===== src/rtl/uart_rx_ext.sv =====
// uart_rx_ext: parametrised UART receiver (5..9 data bits, none/odd/even parity, 1 or 2 stop bits)
// with a one-entry valid/ready holding register. Define UART_RX_MAJORITY_EN for 2-of-3 sampling (TICKS_PER_BIT >= 8).
//
// state       | meaning
// ------------+----------------------------------------------------------
// S_IDLE      | line idle, waiting for rx_s to fall
// S_START     | timing to mid start bit, glitch rejection
// S_DATA      | sampling DATA_BITS data bits, LSB first
// S_PARITY    | sampling the parity bit (only when PARITY != 0)
// S_STOP      | sampling STOP_BITS stop bits, commit on the last one
// S_WAIT_HIGH | last stop bit was low (break); wait for the line to return high

module uart_rx_ext #(
    parameter int TICKS_PER_BIT = 64,
    parameter int DATA_BITS     = 8,
    parameter int PARITY        = 0,
    parameter int STOP_BITS     = 1
) (
    input  logic                 i_clk,
    input  logic                 i_rst,
    input  logic                 i_rx_serial,
    input  logic                 i_rx_ready,
    output logic                 o_rx_valid,
    output logic [DATA_BITS-1:0] o_rx_data,
    output logic                 o_parity_err,
    output logic                 o_frame_err,
    output logic                 o_overrun
);

    localparam int CW = $clog2(TICKS_PER_BIT);
    localparam int IW = $clog2(DATA_BITS);
`ifdef UART_RX_MAJORITY_EN
    localparam int START_TC = (TICKS_PER_BIT - 1) / 2 + 1;
`else
    localparam int START_TC = (TICKS_PER_BIT - 1) / 2;
`endif
    localparam logic [CW-1:0] START_END = CW'(START_TC);
    localparam logic [CW-1:0] BIT_END   = CW'(TICKS_PER_BIT - 1);
    localparam logic [IW-1:0] LAST_BIT  = IW'(DATA_BITS - 1);

    typedef enum logic [2:0] {
        S_IDLE,
        S_START,
        S_DATA,
        S_PARITY,
        S_STOP,
        S_WAIT_HIGH
    } state_t;

    state_t               state;
    state_t               state_nxt;
    logic [1:0]           sync_q;
    logic                 rx_s;
    logic                 bit_smp;
    logic [CW-1:0]        cnt;
    logic [IW-1:0]        bit_idx;
    logic                 stop_idx;
    logic [DATA_BITS-1:0] shift;
    logic                 par_bit;
    logic                 ferr_acc;
    logic                 start_done;
    logic                 bit_done;
    logic                 last_data;
    logic                 last_stop;
    logic                 commit;
    logic                 par_calc;
    logic                 par_err_w;
    logic                 ferr_w;

    always_ff @(posedge i_clk or posedge i_rst) begin
        if (i_rst) begin
            sync_q <= 2'b11;
        end else begin
            sync_q <= {sync_q[0], i_rx_serial};
        end
    end

    assign rx_s = sync_q[1];

`ifdef UART_RX_MAJORITY_EN
    // hist holds rx_s from the two previous cycles; the decision cycle supplies the third vote
    logic [1:0] hist;

    always_ff @(posedge i_clk or posedge i_rst) begin
        if (i_rst) begin
            hist <= 2'b11;
        end else begin
            hist <= {hist[0], rx_s};
        end
    end

    assign bit_smp = (hist[1] & hist[0]) | (hist[1] & rx_s) | (hist[0] & rx_s);
`else
    assign bit_smp = rx_s;
`endif

    assign start_done = (cnt == START_END);
    assign bit_done   = (cnt == BIT_END);
    assign last_data  = (bit_idx == LAST_BIT);
    assign last_stop  = (STOP_BITS == 1) ? 1'b1 : stop_idx;
    assign commit     = (state == S_STOP) && bit_done && last_stop;

    assign par_calc  = ^{shift, par_bit};
    assign par_err_w = (PARITY == 1) ? ~par_calc :
                       (PARITY == 2) ?  par_calc : 1'b0;
    assign ferr_w    = ferr_acc | ~bit_smp;

    always_ff @(posedge i_clk or posedge i_rst) begin
        if (i_rst) begin
            state <= S_IDLE;
        end else begin
            state <= state_nxt;
        end
    end

    always_comb begin
        state_nxt = state;
        case (state)
            S_IDLE: begin
                if (!rx_s) state_nxt = S_START;
            end
            S_START: begin
                if (start_done) state_nxt = bit_smp ? S_IDLE : S_DATA;
            end
            S_DATA: begin
                if (bit_done && last_data) state_nxt = (PARITY != 0) ? S_PARITY : S_STOP;
            end
            S_PARITY: begin
                if (bit_done) state_nxt = S_STOP;
            end
            S_STOP: begin
                if (bit_done && last_stop) state_nxt = bit_smp ? S_IDLE : S_WAIT_HIGH;
            end
            S_WAIT_HIGH: begin
                if (rx_s) state_nxt = S_IDLE;
            end
            default: state_nxt = S_IDLE;
        endcase
    end

    always_ff @(posedge i_clk or posedge i_rst) begin
        if (i_rst) begin
            cnt      <= '0;
            bit_idx  <= '0;
            stop_idx <= 1'b0;
            shift    <= '0;
            par_bit  <= 1'b0;
            ferr_acc <= 1'b0;
        end else begin
            case (state)
                S_START: begin
                    cnt <= start_done ? '0 : cnt + CW'(1);
                end
                S_DATA: begin
                    if (bit_done) begin
                        cnt     <= '0;
                        shift   <= {bit_smp, shift[DATA_BITS-1:1]};
                        bit_idx <= bit_idx + IW'(1);
                    end else begin
                        cnt <= cnt + CW'(1);
                    end
                end
                S_PARITY: begin
                    if (bit_done) begin
                        cnt     <= '0;
                        par_bit <= bit_smp;
                    end else begin
                        cnt <= cnt + CW'(1);
                    end
                end
                S_STOP: begin
                    if (bit_done) begin
                        cnt      <= '0;
                        stop_idx <= ~stop_idx;
                        if (!bit_smp) ferr_acc <= 1'b1;
                    end else begin
                        cnt <= cnt + CW'(1);
                    end
                end
                default: begin
                    cnt      <= '0;
                    bit_idx  <= '0;
                    stop_idx <= 1'b0;
                    ferr_acc <= 1'b0;
                end
            endcase
        end
    end

    // A commit coinciding with a transfer refills the register in the same edge
    always_ff @(posedge i_clk or posedge i_rst) begin
        if (i_rst) begin
            o_rx_valid   <= 1'b0;
            o_rx_data    <= '0;
            o_parity_err <= 1'b0;
            o_frame_err  <= 1'b0;
            o_overrun    <= 1'b0;
        end else begin
            o_overrun <= 1'b0;
            if (o_rx_valid && i_rx_ready) o_rx_valid <= 1'b0;
            if (commit) begin
                if (!o_rx_valid || i_rx_ready) begin
                    o_rx_valid   <= 1'b1;
                    o_rx_data    <= shift;
                    o_parity_err <= par_err_w;
                    o_frame_err  <= ferr_w;
                end else begin
                    o_overrun <= 1'b1;
                end
            end
        end
    end

    held_word_stable: assert property (@(posedge i_clk) disable iff (i_rst)
        (o_rx_valid && !i_rx_ready) |=> ($stable(o_rx_data) && $stable(o_parity_err) && $stable(o_frame_err)));

    overrun_single_cycle: assert property (@(posedge i_clk) disable iff (i_rst)
        o_overrun |=> !o_overrun);

endmodule


===== config.mk =====
export PLATFORM = sky130hd
export DESIGN_NAME = uart_rx_ext
export DESIGN_NICKNAME = d
export VERILOG_FILES = /design/src/rtl/uart_rx_ext.sv
export SDC_FILE = /design/constraint.sdc
export NUM_CORES = 1
export LEC_CHECK = 0
export BUFFER_PORTS_ARGS = -buffer_cell sky130_fd_sc_hd__buf_2
export CORE_ASPECT_RATIO = 1.75
export CORE_MARGIN = 10
export CORE_UTILIZATION = 50
export CTS_CLUSTER_DIAMETER = 60
export DETAILED_ROUTE_END_ITERATION = 10
export GPL_TIMING_DRIVEN = 0
export PLACE_DENSITY_LB_ADDON = 0.1
export SYNTH_ARGS = -nofsm -noshare
export SYNTH_HDL_FRONTEND = slang
export SYNTH_SLANG_ARGS = --single-unit
export TNS_END_PERCENT = 20

===== constraint.sdc =====
create_clock -name i_clk -period 4.1 [get_ports i_clk]
set_input_delay 0.205 -clock i_clk [delete_from_list [all_inputs] [get_ports i_clk]]
set_output_delay 0.205 -clock i_clk [all_outputs]
set_load 0.02 [all_outputs]

==> impl_metrics.yaml <==
run_status:
  status: "completed"
detailed_routing:
  dr.max_layer_used: "met4"
  drtPass1Iterations: 4
  drc: 0
  ant_nets: 0
  vias_per_cell: 5.24
  num_vias: 1069
  drtIter0Drc: 21
  finalWirelength_mm: 3.09
  routedLengthMet1_mm: 1.18
  met3_length_um: 98
  wl_met2_mm: 1.74
  wire_per_inst_um: 15.1
timing:
  finalSetupViolCount: 0
  fmax_mhz: 533
  finalCriticalPeriod_ps: 1880
  clock_skew_ps: 3.69
  drv_slew: 0
  fin_tns_setup_ps: 0
  grt_setup_unrepaired: "false"
  layout_setup_ws_ps: 2220
  timing.hold.ws_ps: 13.4
  timing.final.crit_share_pct: 45.8
  hold_viol: 0
synthesis:
  ys.flop_type: "dfrtp_1"
  synth_cells: 137
  yosysWarnings: 0
  synth_seq_cells: 34
  synth-seq-area-share_pct: 53.6
  synth.avg_cell_area_um2: 11.6
  async_flop_share_pct: 100
  ys_types: 36
  syn_area_um2: 1590
  synth_edf_count: 0
  synthesis.nets: 144
clock_tree:
  cts_resized: 0
  clk_latency_ps: 290
  cts_setup_buffers: 0
  htreeDepth: 2
  holdBufCountCts: 0
  cts.path.max_buffers: 2
  cts_made_buffers: 5
  cts-root-buf: "clkbuf_8"
  clk_pin_slew_ps: 70
  numClockSinks: 34
  tritoncts: "yes"
setup_path:
  crit_type: "flop to flop"
  crit_required_ps: 4270
  cp_max_fo: 8
  r2r.worst_path.cells: 4
  endpoint_kind: "flop"
  start_kind: "flop"
  arrival_ps: 2050
global_routing:
  grt_pass1_vias: 1107
  antenna_found_initial: 0
  grtUsageTotal_pct: 10.7
  grt_max_degree: 35
  grt_pass1_wl_mm: 5.01
  overflow: 0
floorplan:
  die-area_um2: 5930
  coreArea_um2: 3110
  start_util_pct: 51.2
  dieHeight_um: 94.6
  core.rowCount: 27
  die_w_um: 62.7
  io_pins: 16
place:
  io_buffers: 14
  routabilityCongestion: 0.809
  hpwl_mm: 2.24
  dp_slack_ps: 2210
  post-place-cells: 194
power:
  p_per_area_nw_per_um2: 407
  ir_worst_vdd_v: 0.000291
  p_leak_nw: 0.912
  total_power_mw: 0.752
final_layout:
  layout-drive-gt1-share_pct: 31.7
  area_growth_pct: 16.1
  final_cells: 204
  final_nets: 167
  diodes: 0
min_path:
  hold_path_depth: 1
  hold_class: "primary input to flop"
run:
  drv_cap: 0
[report_power, final]
group	switching, mW	internal (mW)	total [mW]
combinational	0.0544	0.0416	0.0960
clock	0.120	0.135	0.254
sequential	0.0395	0.362	0.402
[Yosys cell counts, drive strengths merged, types with 3 or more instances]
master  instances  area, um^2
nor2b           3        18.8
ha              3        37.5
nand2          11        41.3
a21oi           3        15.0
nor2           11        41.3
o21ai           9        45.0
nand2b          3        18.8
dfrtp          32         801
nand3           6        30.0
buf             5        30.0
nor3            4        31.3
a31oi           3        18.8
mux2           16         180
[layout make-up]
cell class,instances,area [um^2]
well taps,43,53.8
flip-flops and latches,34,853
inverters,3,11.3
clock inverters,2,12.5
clock buffers,6,82.6
repair buffers,16,108
multi-input cells,95,697
plain buffers,5,30.0
fillers,290,1260
[layer usage]
metal	track usage [%]	vias to the layer above
met1	9.42	519
met5	0	-
met3	2.96	6
li1	-	525
met4	6.74	0
met2	20.8	19
[stage by stage]
stage | utilization, % | instance area [um^2]
detailed placement | 55.2 | 1720
floorplan | - | 1590
CTS | 58.3 | 1810
global route | 59.5 | 1850
finish | 59.5 | 1850
global placement | 55.2 | 1720
[critical path: stages (launching register included)]
cell	delay, ps
dfrtp_1	390
ha_1	320
nand4_4	210
nor3_4	450
mux2_2	390
[flip-flops by register name (all words and copies together) (netlist names)]
name / cells
bit_idx: 3
cnt: 6
ferr_acc: 1
o_frame_err: 1
o_overrun: 1
o_rx_data: 8
o_rx_valid: 1
shift: 8
state: 3
sync_q: 2
[layout by cell type, fill, tap and decap left out, drive strengths merged, types with 3 or more instances in the layout]
master	netlist	routed
a21oi	3	3
a31oi	3	3
buf	5	20
clkbuf	0	6
dfrtp	32	32
ha	3	3
mux2	16	16
nand2	11	11
nand2b	3	3
nand3	6	6
nor2	11	11
nor2b	3	3
nor3	4	4
o21ai	9	9
[logic make-up after synthesis]
kind of cell | count (synthesis) | share of synthesized area (%)
simple gates | 47 | 18.0
flops | 34 | 53.6
compound gates | 23 | 8.96
mux | 18 | 12.6
buf+inv | 8 | 2.59
fa+ha+maj | 3 | 2.36
xor+xnor | 3 | 1.65
other cells | 1 | 0.236
[final timing paths]
path	slack [ps]	from	end
min in group asynchronous	460	i_rst	cnt[0]
max in group asynchronous	3090	i_rst	sync_q[0]
min reg2reg	360	sync_q[0]	sync_q[1]
min	10	i_rx_serial	sync_q[0]
max	2220	cnt[0]	shift[1]
max reg2reg	2220	cnt[0]	shift[1]
(Power assumes the default switching activity.)
